==> config.mk <==
export PLATFORM = sky130hd
export DESIGN_NAME = multiplier_m_n_bits
export DESIGN_NICKNAME = d
export VERILOG_FILES = /design/src/rtl/mac_pkg.sv /design/src/rtl/mult_pp_row.sv /design/src/rtl/multiplier_m_n_bits.sv
export SDC_FILE = /design/constraint.sdc
export NUM_CORES = 1
export LEC_CHECK = 0
export CAP_MARGIN = 0
export CORE_MARGIN = 2
export CORE_UTILIZATION = 48
export CTS_CLUSTER_DIAMETER = 50
export DETAILED_ROUTE_END_ITERATION = 10
export PLACE_DENSITY = 0.77
export SKIP_LAST_GASP = 1
export SLEW_MARGIN = 40
export SYNTH_ARGS = -nofsm -noshare
export SYNTH_HDL_FRONTEND = slang
export SYNTH_SLANG_ARGS = --single-unit
==> constraint.sdc <==
create_clock -name clk -period 0.91 [get_ports clk]
set_input_delay 0.273 -clock clk [delete_from_list [all_inputs] [get_ports clk]]
set_output_delay 0.273 -clock clk [all_outputs]
set_load 0.02 [all_outputs]
==> src/rtl/mac_pkg.sv <==
// ---------------------------------------------------------------------------
// mac_pkg
// Shared definitions for the MAC datapath (multiply stage and accumulator).
//   MAC_M / MAC_N : default operand widths
//   prod_width()  : full-width unsigned product width for an M x N multiply
// ---------------------------------------------------------------------------
package mac_pkg;

    localparam int MAC_M = 6;
    localparam int MAC_N = 4;

    // An unsigned M x N product never needs more than M+N bits.
    function automatic int prod_width(input int m, input int n);
        return m + n;
    endfunction

endpackage

==> src/rtl/mult_pp_row.sv <==
// ---------------------------------------------------------------------------
// mult_pp_row
// One row of the partial-product summation: a W-bit ripple-carry adder.
//   i_a   [W-1:0] : running sum of the rows above
//   i_b   [W-1:0] : shifted, masked partial product for this row
//   o_sum [W:0]   : i_a + i_b, carry out in the MSB
// ---------------------------------------------------------------------------
module mult_pp_row #(
    parameter int W = 4
) (
    input  logic [W-1:0] i_a,
    input  logic [W-1:0] i_b,
    output logic [W:0]   o_sum
);

    logic [W:0] w_c;

    assign w_c[0] = 1'b0;

    for (genvar j = 0; j < W; j++) begin : g_fa
        logic w_p;
        assign w_p        = i_a[j] ^ i_b[j];
        assign o_sum[j]   = w_p ^ w_c[j];
        assign w_c[j+1]   = (i_a[j] & i_b[j]) | (w_c[j] & w_p);
    end

    assign o_sum[W] = w_c[W];

endmodule

==> src/rtl/multiplier_m_n_bits.sv <==
// ---------------------------------------------------------------------------
// multiplier_m_n_bits
// Unsigned M x N multiplier, multiply stage of the MAC unit. The product is
// formed combinationally by an explicit partial-product array and registered
// once (latency 1, one product per clock, no backpressure).
//   clk       : clock, rising edge
//   rst_n     : asynchronous active-low reset
//   in_valid  : num1/num2 valid this cycle
//   num1 [M]  : unsigned multiplicand
//   num2 [N]  : unsigned multiplier
//   Result    : registered num1*num2, M+N bits
//   out_valid : Result holds a new product this cycle
// ---------------------------------------------------------------------------
module multiplier_m_n_bits
    import mac_pkg::*;
#(
    parameter int M = MAC_M,
    parameter int N = MAC_N
) (
    input  logic                        clk,
    input  logic                        rst_n,
    input  logic                        in_valid,
    input  logic [M-1:0]                num1,
    input  logic [N-1:0]                num2,
    output logic [prod_width(M,N)-1:0]  Result,
    output logic                        out_valid
);

    localparam int PW = prod_width(M, N);

    logic [PW-1:0] r_result;
    logic          r_valid;
    logic [PW-1:0] w_product;

    // Row i sums rows 0..i. Row 0 is the bare partial product (M bits);
    // row i>=1 adds (num1 & num2[i]) << i onto the previous M+i-bit sum,
    // giving M+i+1 bits, so the last row is exactly M+N bits wide.
    for (genvar i = 0; i < N; i++) begin : g_row
        localparam int SW = (i == 0) ? M : M + i + 1;
        logic [SW-1:0] w_s;
        logic [M-1:0]  w_pp;

        assign w_pp = num1 & {M{num2[i]}};

        if (i == 0) begin : g_pass
            assign w_s = w_pp;
        end else begin : g_add
            logic [M+i-1:0] w_shift;
            assign w_shift = {w_pp, {i{1'b0}}};
            mult_pp_row #(.W(M + i)) u_row (
                .i_a   (g_row[i-1].w_s),
                .i_b   (w_shift),
                .o_sum (w_s)
            );
        end
    end

    // With a single row there is no adder, so the top product bit is zero.
    if (N == 1) begin : g_one_row
        assign w_product = {1'b0, g_row[0].w_s};
    end else begin : g_multi_row
        assign w_product = g_row[N-1].w_s;
    end

    // Result holds on idle cycles; only the valid strobe drops.
    always_ff @(posedge clk or negedge rst_n) begin
        if (!rst_n) begin
            r_result <= '0;
            r_valid  <= 1'b0;
        end else begin
            r_valid <= in_valid;
            if (in_valid) begin
                r_result <= w_product;
            end
        end
    end

    assign Result    = r_result;
    assign out_valid = r_valid;

endmodule

==> impl_results.md, run 1 <==
* Cts hold-fix bufs at 0
* ANT nets after route at 0
* R2r startpoint: Result[3]$_DFFE_PN0P_
* Part of the Yosys area used for sequential elements at 0.2993
* Router iterations before antenna repair at 4
* H-tree levels at 1
* Mapped Cells at 84
* CTS tree: yes
* Row count at 15
* Fmax at 227.2 MHz
* DRC at 0
* Net Count, Synth at 115
* Multiplexer share of the synthesized area at 0.1102
* # port buffers at 23
* R2r endpoint: Result[3]$_DFFE_PN0P_
* CP arrival at 4560 ps
* Area Overhead vs Synth at 57.96%
* Layout cells sized above 1 at 0.4923
* DIE AREA at 0.002282 sq mm
* Final setup viols at 19
* Pwr/cell area at 1646 mW/mm^2
* Met2 GRT Util at 0.4027
* XOR/XNOR Fraction of Synth Area at 0
* Post-Synth Adder-Cell Area at 0.3592
* Relative slew slack at 0.9042
* Wire per inst at 12.46 um
* Compound-Gate Fraction of Synth Area at 0.005442
* TNS Setup at -21250 ps
* Initial antenna violation count at 0
* DRT iter0 DRCs at 8
* HPWL after detailed placement at 1561 um
* Layout Nets at 162
* Critical path class: in -> reg
* Required time worst endpoint at 1070 ps
* Final hold vios at 0
* Seq cells post-synth at 11
* Clock Root Buffer: clkbuf_4
* Met1 Use GR at 0.2397
* Largest net degree at the start of global routing at 12
* Global-route usage over all layers at 0.2191
* Number of global-route vias before repair at 771
* Routed wire length at 1932 um
* Violated checks: negative setup slack
* Die width at 47.77 um
* Synthesized area per cell at 10.95 sq um
* TritonCTS buffer count at 3
* Max-Cap Viols at 0
* GRT busiest layer: met2
* Via count at 691
* Status: finished, violations left
* Mapped cell area at 919.6 sq um
* Setup crit start kind: input port
* VDD IR max at 0.001452 V
* RePlAce Congestion at 0.7382
* CP Capture Type: flop
* # IOs at 24
* Crit Path Max Fanout at 2
* Filler instances at 115
* Clock sinks at 11
* Largest family of logic cells by synthesized area: adder cells
* Die H at 47.77 um
* Worst hold path type: in -> async
* M3 GR Usage at 0.05660
* Starting Density at 0.5213
* P_leak at 0.7042 nW
* DR vias/cell at 4.458
* Final min period at 4401 ps
* RSZ-0062 raised after global routing: yes
* Simple-gate share of the synthesized area at 0.1320
* Post-Route Skew at 0 ps
* PnR worst setup slack at -3491 ps
* Worst-path clk slew at 70 ps
* Grt total ovfl at 0
* N_diodes at 0
* Synth warnings at 0
* Post-placement worst setup slack at -4144 ps
* R2r setup slk at 20 ps
* First-pass GRT wire length at 3256 um
* Cell variety after synth at 12
* Fin. max-slew vios at 0
* Worst-Skew Late Latency at 270 ps
* Worst-margin pin slew at 139.7 ps
* CORE AREA at 0.001764 sq mm
* R2R cell count at 2
* Maximum root-to-sink buffer count at 2
* Final period util at 4.836
## report_power, final
part / switching (mW) / internal [mW]
registers: 0.102 / 0.632
clock network: 0.171 / 0.170
logic: 0.587 / 0.729
total: 0.860 / 1.53
## logic make-up (layout without fill, tap and decap cells)
logic type,count (synthesis),after routing
AOI/OAI and AO/OA,1,1
and+or+nand+nor,24,24
DFF,11,11
adders and majority gates,18,18
buffers and inverters,21,67
muxes,9,9
## synthesized netlist by cell type (all sizes together)
| cell | number | area share |
|---|---|---|
| mux2i | 6 | 0.065 |
| fa | 14 | 0.30 |
| mux2 | 3 | 0.045 |
| nand3 | 1 | 0.0054 |
| nand2 | 11 | 0.045 |
| inv | 20 | 0.082 |
| o21ai | 1 | 0.0054 |
| and2 | 12 | 0.082 |
| dfrtp | 11 | 0.30 |
| ha | 4 | 0.054 |
| buf | 1 | 0.012 |
## state kept, by name, indices dropped and copies added (netlist names)
name / flops
Result: 10
out_valid: 1
## worst max-delay path, cell delays in order
cell and delay, ps:
buf_6 70, and2_4 140, ha_4 120, inv_2 30, fa_2 380, fa_2 540
inv_2 40, fa_2 350, fa_2 360, fa_2 370, fa_2 540, inv_2 40
fa_2 370, fa_2 350, fa_1 500, mux2i_1 60
## layout make-up
| type | instances | area (sq um) | area share |
|---|---|---|---|
| clock buffers | 4 | 26.28 | 0.01809 |
| repair buffers | 43 | 412.9 | 0.2842 |
| inverters | 20 | 75.07 | 0.05168 |
| multi-input cells | 52 | 631.9 | 0.4350 |
| flip-flops and latches | 11 | 275.3 | 0.1895 |
| well taps | 25 | 31.28 | 0.02153 |
## how the worst max path moves through the flow
| stage | cells after the start | end | from | slack [ps] |
|---|---|---|---|---|
| 6_report | 16 | Result[8]$_DFFE_PN0P_ | num2[1] | -3490 |
| 2_1_floorplan | 15 | Result[8]$_DFFE_PN0P_ | num2[0] | -3510 |
| 3_3_place_gp | 16 | Result[8]$_DFFE_PN0P_ | num2[0] | -4090 |
| 4_1_cts | 16 | Result[8]$_DFFE_PN0P_ | num2[1] | -3520 |
| 3_5_place_dp | 16 | Result[8]$_DFFE_PN0P_ | num2[0] | -4140 |
| 5_1_grt | 16 | Result[8]$_DFFE_PN0P_ | num2[1] | -3610 |
## repair_timing
item                       in CTS  in global routing
resized for setup              98                  0
pin swaps                      15                  2
buffers inserted                2                  2
setup endpoints to repair      21                 19
## placed cells by master, fill, tap and decap left out
cell / synthesis / layout
buf_4: 0 / 18
buf_6: 1 / 16
inv_1: 20 / 13
dfrtp_1: 11 / 11
and2_1: 12 / 10
nand2_1: 11 / 10
fa_2: 0 / 10
inv_2: 0 / 7
mux2i_1: 6 / 6
clkdlybuf4s50_1: 0 / 6
fa_1: 14 / 4
mux2_4: 2 / 3
ha_4: 0 / 3
clkbuf_4: 0 / 3
and2_4: 0 / 2
dlygate4sd2_1: 0 / 2
nand2_2: 0 / 1
nand3_1: 1 / 1
o21ai_0: 1 / 1
ha_1: 4 / 1
clkbuf_1: 0 / 1
buf_12: 0 / 1
## per-stage QoR
stage	cells	total power, mW	util	area, sq um	hold WS, ps
floorplan	84	1.325	-	973.4	-22.59
global placement	147	1.858	0.7688	1356	508.2
detailed placement	147	1.893	0.7688	1356	503.4
CTS	153	2.371	0.8149	1438	322.2
global route	155	2.597	0.8234	1453	334.9
finish	155	2.391	0.8234	1453	345.7
## routing by layer
metal	vias to the layer above	wire, um
li1	344	-
met1	331	772
met2	14	1091
met3	2	42
met4	0	25
met5	-	0
Power figures use the tool's default switching activity.
==> run 2, diff against run 1 <==
--- a/config.mk
+++ b/config.mk
@@ -5,6 +5,7 @@
 export SDC_FILE = /design/constraint.sdc
 export NUM_CORES = 1
 export LEC_CHECK = 0
+export ABC_CLOCK_PERIOD_IN_PS = 910
 export CAP_MARGIN = 0
 export CORE_MARGIN = 2
 export CORE_UTILIZATION = 48
==> results of run 2 <==
Final layout, timing and power as in run 1 (identical DEF).
==> run 3, diff against run 2 <==
--- a/config.mk
+++ b/config.mk
@@ -12,6 +12,7 @@
 export CTS_CLUSTER_DIAMETER = 50
 export DETAILED_ROUTE_END_ITERATION = 10
 export PLACE_DENSITY = 0.77
+export SKIP_CTS_REPAIR_TIMING = 1
 export SKIP_LAST_GASP = 1
 export SLEW_MARGIN = 40
 export SYNTH_ARGS = -nofsm -noshare
==> constraint.sdc (replaced) <==
create_clock -name clk -period 0.91 [get_ports clk]
set_input_delay 0.273 -clock clk [delete_from_list [all_inputs] [get_ports clk]]
set_output_delay 0.273 -clock clk [all_outputs]
set_load 0.01 [all_outputs]
==> run 3 against run 2 <==
  * The run still ends with negative setup slack left
  * Critical path depth unchanged
  * Critical endpoint unchanged
  * Power decreased by 15%
  * Largest cell class unchanged
  * Non-clock buffer count decreased by 2
  * Combinational power fell by 25%
  * Largest power group unchanged
  * Global-route usage is 1.5 points lower
  * Die area unchanged
  * Count of clock-buffer cells in the layout is the same
  * Sequential share of layout area is 0.96 points higher
  * Final area fell by 4.8%
==> impl_results.md, run 3 (synthesis results as in run 1) <==
* Status: finished, violations left
* Violated checks: negative setup slack
* CTS tree: yes
* N_diodes at 0
* Die width at 47.77 um
* CP Capture Type: flop
* # IOs at 24
* PnR worst setup slack at -3492 ps
* Final hold vios at 0
* Die H at 47.77 um
* TNS Setup at -20900 ps
* H-tree levels at 1
* RePlAce Congestion at 0.7382
* Worst hold stages at 2
* HPWL after detailed placement at 1561 um
* Layout cells sized above 1 at 0.4766
* TritonCTS buffer count at 3
* Area Overhead vs Synth at 50.34%
* Clock Root Buffer: clkbuf_4
* DRT iter0 DRCs at 5
* Layout Nets at 160
* DR vias/cell at 4.516
* Worst path slowest cell: fa_2
* Worst-Skew Late Latency at 270 ps
* RSZ-0062 raised after global routing: yes
* Hold slack at 279.5 ps
* DIE AREA at 0.002282 sq mm
* Storage cell area at 275.3 sq um
* Pwr/cell area at 1474 mW/mm^2
* Switching share of power at 0.3501
* Sequential Power Share at 0.345
* Router iterations before antenna repair at 4
* Max-Cap Viols at 0
* Hold Startpoint: in_valid
* Number of global-route vias before repair at 702
* Most used cell, CP: fa_2
* Routed wire length at 1929 um
* VDD IR max at 0.001224 V
* Crit Path Max Fanout at 2
* Multi-input logic area at 634.4 sq um
* Clock power frac at 0.166
* Post-Route Skew at 0 ps
* DRC at 0
* Initial antenna violation count at 0
* CORE AREA at 0.001764 sq mm
* Critical path class: in -> reg
* Maximum root-to-sink buffer count at 2
* Row count at 15
* Post-DP Area at 0.001356 sq mm
* Fmax at 227.2 MHz
* Clock sinks at 11
* Finished Cell Area at 0.001383 sq mm
* Logic pwr share at 0.488
* CP cell instances: buf_8 > and2_4 > ha_4 > inv_2 > fa_2 > fa_2 > inv_2 > fa_2 > fa_2 > inv_2 > fa_2 > fa_2 > fa_2 > fa_2 > fa_2 > mux2i_1
* Grt total ovfl at 0
* # port buffers at 23
* Worst-path clk slew at 70 ps
* Final setup viols at 19
* R2r endpoint: Result[3]$_DFFE_PN0P_
* Setup crit start kind: input port
* Fin. max-slew vios at 0
* Final period util at 4.838
* R2r setup slk at 40 ps
* P_int at 1.325 mW
* Worst Hold End: out_valid$_DFF_PN0_
* Starting Density at 0.5213
* Via count at 691
* ANT nets after route at 0
* Largest net degree at the start of global routing at 12
* Wire per inst at 12.61 um
* First-pass GRT wire length at 3036 um
* Delay-heaviest family, CP: adder cells
* Global-route usage over all layers at 0.2041
* Filler instances at 133
* Worst-margin pin slew at 134.4 ps
* Most frequent cells in the layout: buf_4 (16), inv_1 (15), dfrtp_1 (11), fa_2 (11), clkbuf_2 (11)
* CP peak stage delay at 540 ps
* CP bufs+invs at 4
* Required time worst endpoint at 1070 ps
* R2R cell count at 2
* R2r startpoint: Result[3]$_DFFE_PN0P_
* Most common cell after layout, fill and taps aside: buf_4
* Relative slew slack at 0.9078
* Sw power at 713.6 uW
* Number of flip-flops in the largest register at 10
* Worst hold path type: in -> reg
* CP arrival at 4570 ps
* Final min period at 4402 ps
* P_leak at 0.6948 nW
[run 3: cell types whose count changed in the layout (fill, tap and decap cells not counted), moves of 2 or more]
cell and delta:
buf_6 -12, clkbuf_2 +11, inv_1 +2, buf_4 -2, inv_2 -2, dlymetal6s2s_1 +2, dlygate4sd2_1 -2
[run 3: metrics by stage]
| stage | instances | util | setup slack (ps) | power (mW) |
|---|---|---|---|---|
| floorplan | 84 | - | -3512 | 1.216 |
| global placement | 147 | 0.7688 | -4091 | 1.746 |
| detailed placement | 147 | 0.7688 | -4144 | 1.781 |
| CTS | 151 | 0.7837 | -3843 | 2.137 |
| global route | 153 | 0.7837 | -3587 | 2.226 |
| finish | 153 | 0.7837 | -3492 | 2.038 |
[run 3: cell type report]
class | instances | share of cell area
multi-input combinational | 52 | 0.4588
timing repair buffer | 41 | 0.2462
sequential | 11 | 0.1991
inverter | 20 | 0.05430
tap | 25 | 0.02262
clock buffer | 4 | 0.01900
[run 3: worst max-delay path by stage]
stage | cells after the start | to | slack (ps) | from
4_1_cts | 16 | Result[8]$_DFFE_PN0P_ | -3840 | num2[0]
5_1_grt | 16 | Result[8]$_DFFE_PN0P_ | -3590 | num1[1]
3_3_place_gp | 16 | Result[8]$_DFFE_PN0P_ | -4090 | num2[0]
2_1_floorplan | 15 | Result[8]$_DFFE_PN0P_ | -3510 | num2[0]
6_report | 16 | Result[8]$_DFFE_PN0P_ | -3490 | num2[0]
3_5_place_dp | 16 | Result[8]$_DFFE_PN0P_ | -4140 | num2[0]
[run 3: metal layers]
layer	GRT usage	vias up	share of wire
met5	0	-	0
met4	0.08108	0	0.013
met3	0.05660	2	0.033
met2	0.3547	16	0.57
met1	0.2367	335	0.38
li1	-	338	-
[run 3: power by group through the flow]
stage                     logic, mW  registers, mW  clock network [mW]
after global routing           1.12          0.721               0.383
after global placement         1.04          0.708                   0
final                         0.995          0.704               0.339
after floorplan               0.436          0.779                   0
after CTS                      1.08          0.704               0.358
after detailed placement       1.07          0.712                   0
